$ cat config.mk
export PLATFORM = sky130hd
export DESIGN_NAME = vital_scan_ctrl
export DESIGN_NICKNAME = d
export VERILOG_FILES = /design/src/rtl/vital_pkg.sv /design/src/rtl/vital_scan_timer.sv /design/src/rtl/vital_scan_ctrl.sv
export SDC_FILE = /design/constraint.sdc
export NUM_CORES = 1
export LEC_CHECK = 0
export CAP_MARGIN = 5
export CORE_AREA = 2 2 89 91
export CTS_BUF_LIST = sky130_fd_sc_hd__clkbuf_8
export DETAILED_ROUTE_END_ITERATION = 8
export DIE_AREA = 0 0 91 93
export PLACE_DENSITY = 0.71
export SLEW_MARGIN = 20
export SYNTH_ARGS = -nofsm -noshare
export SYNTH_HDL_FRONTEND = slang
export SYNTH_HIERARCHICAL = 1
export SYNTH_SLANG_ARGS = --single-unit
$ cat constraint.sdc
create_clock -name clk -period 3.4 [get_ports clk]
set_input_delay 0.68 -clock clk [delete_from_list [all_inputs] [get_ports clk]]
set_output_delay 0.68 -clock clk [all_outputs]
set_load 0.01 [all_outputs]
$ cat src/rtl/vital_pkg.sv
// ============================================================================
// Module   : vital_pkg
// Purpose  : Shared types and constants for the vital-sign scan controller.
// Revision : 1.0 - initial release
// ============================================================================
`default_nettype none

package vital_pkg;

    localparam int SAMPLE_W = 8;
    localparam int TMR_W    = 16;

    typedef enum logic [1:0] {
        ST_IDLE = 2'd0,
        ST_WAIT = 2'd1,
        ST_REQ  = 2'd2,
        ST_EVAL = 2'd3
    } state_t;

    localparam logic [1:0] CH_A = 2'd0;
    localparam logic [1:0] CH_B = 2'd1;
    localparam logic [1:0] CH_C = 2'd2;

endpackage

`default_nettype wire

$ cat src/rtl/vital_scan_timer.sv
// ============================================================================
// Module   : vital_scan_timer
// Purpose  : Loadable down-counter shared by the scan interval and ack timeout.
// Revision : 1.0 - initial release
// ============================================================================
`default_nettype none

module vital_scan_timer
    import vital_pkg::*;
(
    input  logic             clk,
    input  logic             rst_n,
    input  logic             load_i,
    input  logic [TMR_W-1:0] load_val_i,
    output logic             done_o
);

    logic [TMR_W-1:0] cnt_q;

    // Loading N makes done_o rise in the (N+1)-th cycle after the load.
    always_ff @(posedge clk) begin
        if (!rst_n) begin
            cnt_q <= '0;
        end else if (load_i) begin
            cnt_q <= load_val_i;
        end else if (cnt_q != '0) begin
            cnt_q <= cnt_q - 1'b1;
        end
    end

    assign done_o = (cnt_q == '0);

endmodule

`default_nettype wire

$ cat src/rtl/vital_scan_ctrl.sv
// ============================================================================
// Module   : vital_scan_ctrl
// Purpose  : Round-robin vital-sign sampler with threshold check, dose output
//            and sticky emergency flag. Define VITAL_TIMEOUT_EN for ack timeout.
// Revision : 1.0 - initial release
// ============================================================================
`default_nettype none

module vital_scan_ctrl
    import vital_pkg::*;
#(
    parameter int SCAN_DIV    = 100,
    parameter int EMERG_CNT   = 3,
    parameter int ACK_TIMEOUT = 15
) (
    input  logic                clk,
    input  logic                rst_n,
    input  logic                en,
    output logic                sens_req,
    output logic [1:0]          sens_sel,
    input  logic                sens_ack,
    input  logic [SAMPLE_W-1:0] sens_data,
    input  logic [SAMPLE_W-1:0] thr_f1,
    input  logic [SAMPLE_W-1:0] thr_f2,
    input  logic [SAMPLE_W-1:0] thr_f3,
    input  logic [SAMPLE_W-1:0] thr_f4,
    output logic [SAMPLE_W-1:0] d_out,
    output logic                e_out,
    input  logic                emerg_clr,
    output logic                sens_fault,
    output logic                scan_done
);

    localparam logic [TMR_W-1:0] C_DIV_LD  = TMR_W'(SCAN_DIV - 1);
    localparam logic [TMR_W-1:0] C_ACK_LD  = TMR_W'(ACK_TIMEOUT - 1);
    localparam logic [3:0]       C_EMERG   = 4'(EMERG_CNT);

    state_t              state_q, state_d;
    logic [1:0]          chan_q, chan_d;
    logic                gap_q, gap_d;
    logic [SAMPLE_W-1:0] a_q, a_d, b_q, b_d, c_q, c_d;
    logic [SAMPLE_W-1:0] dose_q, dose_d;
    logic [3:0]          cnt_q, cnt_d;
    logic                emerg_q, emerg_d;
    logic                done_q, done_d;

    logic                tmr_load;
    logic [TMR_W-1:0]    tmr_val;
    logic                tmr_done;
    logic                w_req_active;
    logic                w_timeout;
    logic                w_viol;
    logic [3:0]          w_cnt_inc;
    logic [SAMPLE_W-1:0] w_dose;

    vital_scan_timer u_timer (
        .clk        (clk),
        .rst_n      (rst_n),
        .load_i     (tmr_load),
        .load_val_i (tmr_val),
        .done_o     (tmr_done)
    );

    // gap_q marks the mandatory request-low cycle between channels.
    assign w_req_active = (state_q == ST_REQ) && !gap_q;

`ifdef VITAL_TIMEOUT_EN
    logic fault_q;
    assign w_timeout = w_req_active && tmr_done && !sens_ack;
    always_ff @(posedge clk) begin
        if (!rst_n) begin
            fault_q <= 1'b0;
        end else if (w_timeout) begin
            fault_q <= 1'b1;
        end
    end
    assign sens_fault = fault_q;
`else
    assign w_timeout  = 1'b0;
    assign sens_fault = 1'b0;
`endif

    assign w_viol    = (a_q < thr_f1) || (a_q > thr_f2) || (b_q < thr_f3) || (c_q > thr_f4);
    assign w_cnt_inc = (cnt_q >= C_EMERG) ? C_EMERG : cnt_q + 4'd1;
    assign w_dose    = (b_q < thr_f3) ? (thr_f3 - b_q) : '0;

    always_ff @(posedge clk) begin
        if (!rst_n) begin
            state_q <= ST_IDLE;
            chan_q  <= CH_A;
            gap_q   <= 1'b0;
            a_q     <= '0;
            b_q     <= '0;
            c_q     <= '0;
            dose_q  <= '0;
            cnt_q   <= '0;
            emerg_q <= 1'b0;
            done_q  <= 1'b0;
        end else begin
            state_q <= state_d;
            chan_q  <= chan_d;
            gap_q   <= gap_d;
            a_q     <= a_d;
            b_q     <= b_d;
            c_q     <= c_d;
            dose_q  <= dose_d;
            cnt_q   <= cnt_d;
            emerg_q <= emerg_d;
            done_q  <= done_d;
        end
    end

    always_comb begin
        state_d  = state_q;
        chan_d   = chan_q;
        gap_d    = gap_q;
        a_d      = a_q;
        b_d      = b_q;
        c_d      = c_q;
        dose_d   = dose_q;
        cnt_d    = cnt_q;
        emerg_d  = emerg_q && !emerg_clr;
        done_d   = 1'b0;
        tmr_load = 1'b0;
        tmr_val  = C_DIV_LD;

        case (state_q)
            ST_IDLE: begin
                if (en) begin
                    state_d  = ST_WAIT;
                    tmr_load = 1'b1;
                end
            end
            ST_WAIT: begin
                if (!en) begin
                    state_d = ST_IDLE;
                end else if (tmr_done) begin
                    state_d  = ST_REQ;
                    chan_d   = CH_A;
                    gap_d    = 1'b0;
                    tmr_load = 1'b1;
                    tmr_val  = C_ACK_LD;
                end
            end
            ST_REQ: begin
                if (gap_q) begin
                    gap_d    = 1'b0;
                    tmr_load = 1'b1;
                    tmr_val  = C_ACK_LD;
                end else if (sens_ack || w_timeout) begin
                    if (sens_ack) begin
                        case (chan_q)
                            CH_A:    a_d = sens_data;
                            CH_B:    b_d = sens_data;
                            default: c_d = sens_data;
                        endcase
                    end
                    if (chan_q == CH_C) begin
                        state_d = ST_EVAL;
                        chan_d  = CH_A;
                    end else begin
                        chan_d = chan_q + 2'd1;
                        gap_d  = 1'b1;
                    end
                end
            end
            ST_EVAL: begin
                done_d = 1'b1;
                dose_d = w_dose;
                if (w_viol) begin
                    cnt_d = w_cnt_inc;
                    if (w_cnt_inc == C_EMERG) begin
                        emerg_d = 1'b1;
                    end
                end else begin
                    cnt_d = '0;
                end
                if (en) begin
                    state_d  = ST_WAIT;
                    tmr_load = 1'b1;
                end else begin
                    state_d = ST_IDLE;
                end
            end
            default: state_d = ST_IDLE;
        endcase
    end

    assign sens_req  = w_req_active;
    assign sens_sel  = chan_q;
    assign d_out     = dose_q;
    assign e_out     = emerg_q;
    assign scan_done = done_q;

endmodule

`default_nettype wire

== Word-level counts from Yosys, hierarchy flattened ==
Index checks and enable logic that the tools add are counted.

* Bits in writable memories: 0
* Input port bits: 45
* Latch bits: 0
* Memories kept: 0
* Memory bits (read-only): 0
* Register bits: 59

* Add/sub/neg operators: 4
* Eq/ne operators: 13
* Multipliers: 0
* Reductions and logical operators: 21
* Mux-type cells: 38
* Shift operators: 0
* Bitwise operators: 2
* Divide/modulo/power cells: 0
* Order comparisons: 5

{| class="wikitable"
|+ Operators with widths
! cell !! number
|-
| 16-bit 2-to-1 mux || 2
|-
| 2-bit 2-to-1 mux || 11
|-
| 7-bit 2-to-1 mux || 3
|-
| 8-bit > comparator || 2
|-
| 16-bit logical NOT || 1
|-
| 8-bit < comparator || 2
|-
| 16-bit nonzero test || 1
|-
| 16-bit by 1-bit subtractor with 16-bit output, second input constant || 1
|-
| 1-bit 2-to-1 mux || 14
|-
| 7-bit one-hot mux with 2 select lines || 1
|-
| 4-bit AND reduction || 3
|-
| 2-bit != test, second input constant || 5
|-
| 5-bit AND reduction || 2
|-
| 4-bit 2-to-1 mux || 2
|-
| 8-bit 2-to-1 mux || 1
|-
| 2-bit one-hot mux with 4 select lines || 1
|-
| 8-bit subtractor || 1
|-
| 2-bit equality test, second input constant || 3
|-
| 4-bit by 1-bit adder with 4-bit output, second input constant || 1
|-
| 2-bit by 1-bit equality test with 1-bit output, second input constant || 2
|-
| 4-bit by 2-bit equality test with 1-bit output, second input constant || 1
|-
| 4-bit by 2-bit >= comparator with 1-bit output, second input constant || 1
|-
| 2-bit logical NOT || 2
|-
| 2-bit one-hot mux with 2 select lines || 1
|-
| 12 further kinds || 19
|}

== Depth between registers and ports, before layout ==
* Depth in word-level cells: 6
* Mapped depth: 14
* Depth with buffers taken out: 11

== Modules after synthesis ==
Netlist, hierarchy kept.

{| class="wikitable"
|+ By module, submodules not included
! module !! sequential area each (um^2) !! instances !! cells each !! area each (um^2)
|-
| vital_scan_ctrl || 860.8 || 1 || 316 || 2705.1
|-
| vital_scan_timer || 320.3 || 1 || 116 || 939.7
|}

== Worst setup path before layout ==
No wires, ideal clock.

* Path kind: reg-to-reg
* From: register u_timer.cnt_q[0]
* To: register u_timer.cnt_q[13]
* Cell stages (with the launch flop): 14
* Arrival: 2.944 ns
* Path buffers: 3
* Data required time: 3.273 ns
* Period minus slack after synthesis: 3.071 ns
* Setup slack: 0.329 ns
* Path through: dfxtp_1 -> inv_1 -> ha_1 -> or3b_1 -> or4_4 -> buf_6 -> buf_2 -> nor2_1 -> nand3_1 -> o21ai_0 -> clkbuf_1 -> clkinv_1 -> o221ai_1 -> nor3_1

* Longest elaborated chain between the ends: 5

{| class="wikitable"
|+ Ends and longest elaborated chain
! element !! line !! source
|-
| start, declared || vital_scan_timer.sv:18 || <nowiki>logic [TMR_W-1:0] cnt_q;</nowiki>
|-
| start signal, assigned || vital_scan_timer.sv:25 || <nowiki>cnt_q <= load_val_i;</nowiki>
|-
| start signal, assigned || vital_scan_timer.sv:27 || <nowiki>cnt_q <= cnt_q - 1'b1;</nowiki>
|-
| 16-bit logical NOT * || vital_scan_timer.sv:31 || <nowiki>assign done_o = (cnt_q == '0);</nowiki>
|-
| named net tmr_done || vital_scan_ctrl.sv:49 || <nowiki>logic tmr_done;</nowiki>
|-
| 1-bit 2-to-1 mux * || vital_scan_ctrl.sv:137 || <nowiki>end else if (tmr_done) begin</nowiki>
|-
| 1-bit 2-to-1 mux * || vital_scan_ctrl.sv:135 || <nowiki>if (!en) begin</nowiki>
|-
| 1-bit one-hot mux with 3 select lines * || vital_scan_ctrl.sv:127 || <nowiki>case (state_q)</nowiki>
|-
| named net tmr_load || vital_scan_ctrl.sv:47 || <nowiki>logic tmr_load;</nowiki>
|-
| 16-bit 2-to-1 mux or 2-bit nonzero test (tied branches) || n/a ||
|}

The timed path passes the listed nets; every way through them passes the cells marked *. The select of a mux whose other input is x is not followed.
A chain may end at the register's enable or synchronous reset.

== Worst setup path after layout ==
* From: register u_timer.cnt_q[0]
* To: register u_timer.cnt_q[15]

Same word-level chain as after synthesis.

==> results_dict.tcl <==
set metrics [dict create \
    core_um2 7530 \
    grt_max_degree 47 \
    cts_buffer_depth 2 \
    dieArea_um2 8460 \
    die_x_um 91 \
    period_needed_ps 3000 \
    cts_tree "yes" \
    fmax_mhz 333 \
    grt_pass1_wl_um 14100 \
    placed_area_um2 4340 \
    drt-total-wl_um 8360 \
    power_density_nw_per_um2 536 \
    antenna_found_initial 0 \
    grt_pass1_vias 3150 \
    dr.first_iter.drc_count 113 \
    seqCellArea_um2 1180 \
    cp-start-kind "flop" \
    htreeDepth 3 \
    num-nets-final 585 \
    min_from "cnt_q[3]$_SDFFE_PN0P_" \
    clock_latency_ps 330 \
    die_h_um 93 \
    p_leak_uw 0.00189 \
    r2r-start "u_timer/cnt_q[0]$_SDFFE_PN0P_" \
    syn_area_per_cell_um2 8.44 \
    synth_edf_count 0 \
    drive_above_1_share_pct 4.74 \
    synth.distinct_cells 59 \
    grt_use_total_pct 20.3 \
    hold_violations 0 \
    synth_top_area_share_pct 32.4 \
    cap_violations 0 \
    path_max_fanout 15 \
    cts_sinks 59 \
    synthCells 432 \
    slew_viol_final 0 \
    seq_area_frac_synth_pct 32.4 \
    power_uw 2450 \
    root_buffer "clkbuf_8" \
    place.gp.congestion 0.944 \
    drc 0 \
    cts_setup_buffers 0 \
    ctsHoldBuffers 0 \
    rows 32 \
    ys_warn_count 6 \
    ioPinCount 59 \
    required_ps 3620 \
    antenna_cells 0 \
    ys_top_cells_by_area "dfxtp_1 32%, ha_1 13%, inv_1 4.7%, mux2i_1 4.7%, nand2_1 4.4%" \
    cts-buffers-inserted 9 \
    setup_tns_ps 0 \
    cts_resized 0 \
    hpwl_um 6290 \
    slew_headroom_pct 43.7 \
    multiInputGateArea_um2 2260 \
    via_per_inst 5.35 \
    worstPathArrival_ps 3220 \
    fill_cells 685 \
    postRouteAntennaNets 0 \
    synth_seq_cells 59 \
    synthFlopType "dfxtp_1" \
    period_share_pct 88.3 \
    worst_pin_slew_ps 842 \
    vias 3254 \
    end_kind "flop" \
    wire_per_inst_um 13.8 \
    path_class "reg2reg" \
    worstSetupStartpoint "u_timer/cnt_q[0]$_SDFFE_PN0P_" \
    grt-ovfl-total 0 \
    status "completed" \
    layout_setup_ws_ps 397 \
    ys_async_sr_fraction_pct 0 \
    rsz0062_at_grt "false" \
    syn-cell-area_um2 3640 \
    hp-class "reg2reg" \
    path_clk_slew_ps 70 \
    stdcell_area_um2 4570 \
    port_buffers 57 \
    firstDrtPassIters 4 \
    finalSetupViolCount 0 \
    clock_skew_ps 8.58 \
    dp_slack_ps 262 \
    yosysTopAreaCell "dfxtp_1" \
    peakVddDrop_v 0.000391 \
    start_util_pct 48.4 \
    area_growth_pct 25.4 \
]
where the power goes:
part	internal, µW	leakage (µW)	switching, µW
registers	788	0.000479	103
logic	378	0.00130	458
clock network	449	0.000117	275
total	1610	0.00189	835
final cells by class:
class	count	share of cell area, %
multi-input cells	324	49.5
flip-flops and latches	59	25.8
repair buffers	60	13.0
inverters	47	3.86
clock buffers	11	3.31
well taps	102	2.79
clock inverters	5	1.67
worst paths after layout:
kind              cells after the start                              to  slack, ps
hold / removal                        1           cnt_q[3]$_SDFFE_PN0P_        460
setup reg to reg                     10  u_timer/cnt_q[15]$_SDFFE_PN0P_        400
setup / recovery                     10  u_timer/cnt_q[15]$_SDFFE_PN0P_        400
hold reg to reg                       1           cnt_q[3]$_SDFFE_PN0P_        460
placed cells by master (no fill, tap or decap), types with 10 or more instances in the layout:
cell | synthesis | final
inv_1 | 46 | 47
dfxtp_1 | 59 | 59
nor3_1 | 13 | 13
nand3_1 | 11 | 11
clkdlybuf4s50_1 | 0 | 57
conb_1 | 2 | 17
nand2_1 | 43 | 43
o21ai_0 | 21 | 21
a21oi_1 | 13 | 13
a21boi_0 | 10 | 10
clkbuf_8 | 0 | 11
mux2i_1 | 17 | 17
nor2b_1 | 24 | 24
ha_1 | 38 | 38
nor2_1 | 16 | 16
critical path: stages (launching register included):
cell,delay [ps]
dfxtp_1,330
inv_1,80
ha_1,200
or3b_1,450
or4_4,660
nor2_1,200
nand3_1,150
o21ai_0,150
clkinv_1,320
o221ai_1,280
nor3_1,70
flip-flops by register name, summed over array words and instances, names as in the netlist, 2 cells and up, named ones only:
| signal | count |
|---|---|
| a_q | 8 |
| b_q | 8 |
| c_q | 8 |
| cnt_q | 4 |
| d_out | 8 |
| sens_sel | 2 |
| u_timer/cnt_q | 16 |
cell usage after synthesis, types with 7 or more instances:
cell type / n
a22o_1: 7
ha_1: 38
a21boi_0: 10
o21ai_0: 21
xnor2_1: 9
dfxtp_1: 59
nor2b_1: 24
nand4_1: 7
inv_1: 46
nand3_1: 11
clkbuf_1: 11
nor3_1: 13
a21oi_1: 13
nor2_1: 16
mux2i_1: 17
nand2_1: 43
through the flow:
stage          hold WS, ps  utilization [%]  cells
5_1_grt                494             60.7    608
2_1_floorplan          431                -    447
6_report               463             60.7    608
3_3_place_gp           447             57.7    592
4_1_cts                471             60.7    608
3_5_place_dp           455             57.7    592
layer usage:
| layer | wire, µm | vias to the layer above | share of wire, % | global-route usage, % |
|---|---|---|---|---|
| met5 | 0 | - | 0 | 0 |
| met4 | 138 | 0 | 1.7 | 5.56 |
| met3 | 437 | 13 | 5.2 | 5.56 |
| met2 | 4010 | 83 | 48 | 34.2 |
| met1 | 3780 | 1506 | 45 | 25.7 |
| li1 | - | 1652 | - | - |
cells by family (layout without fill, tap and decap cells):
group / Yosys count / count (layout) / synth area share [%]
AND/OR/NAND/NOR: 143 / 143 / 20.6
AO/OA/AOI/OAI: 95 / 95 / 18.4
buffers and inverters: 64 / 123 / 7.00
flip-flops: 59 / 59 / 32.4
adder cells (fa/ha/maj): 39 / 39 / 13.6
multiplexers: 18 / 18 / 4.98
XOR/XNOR: 12 / 12 / 2.88
other: 2 / 17 / 0.206
Power figures use the tool's default switching activity.
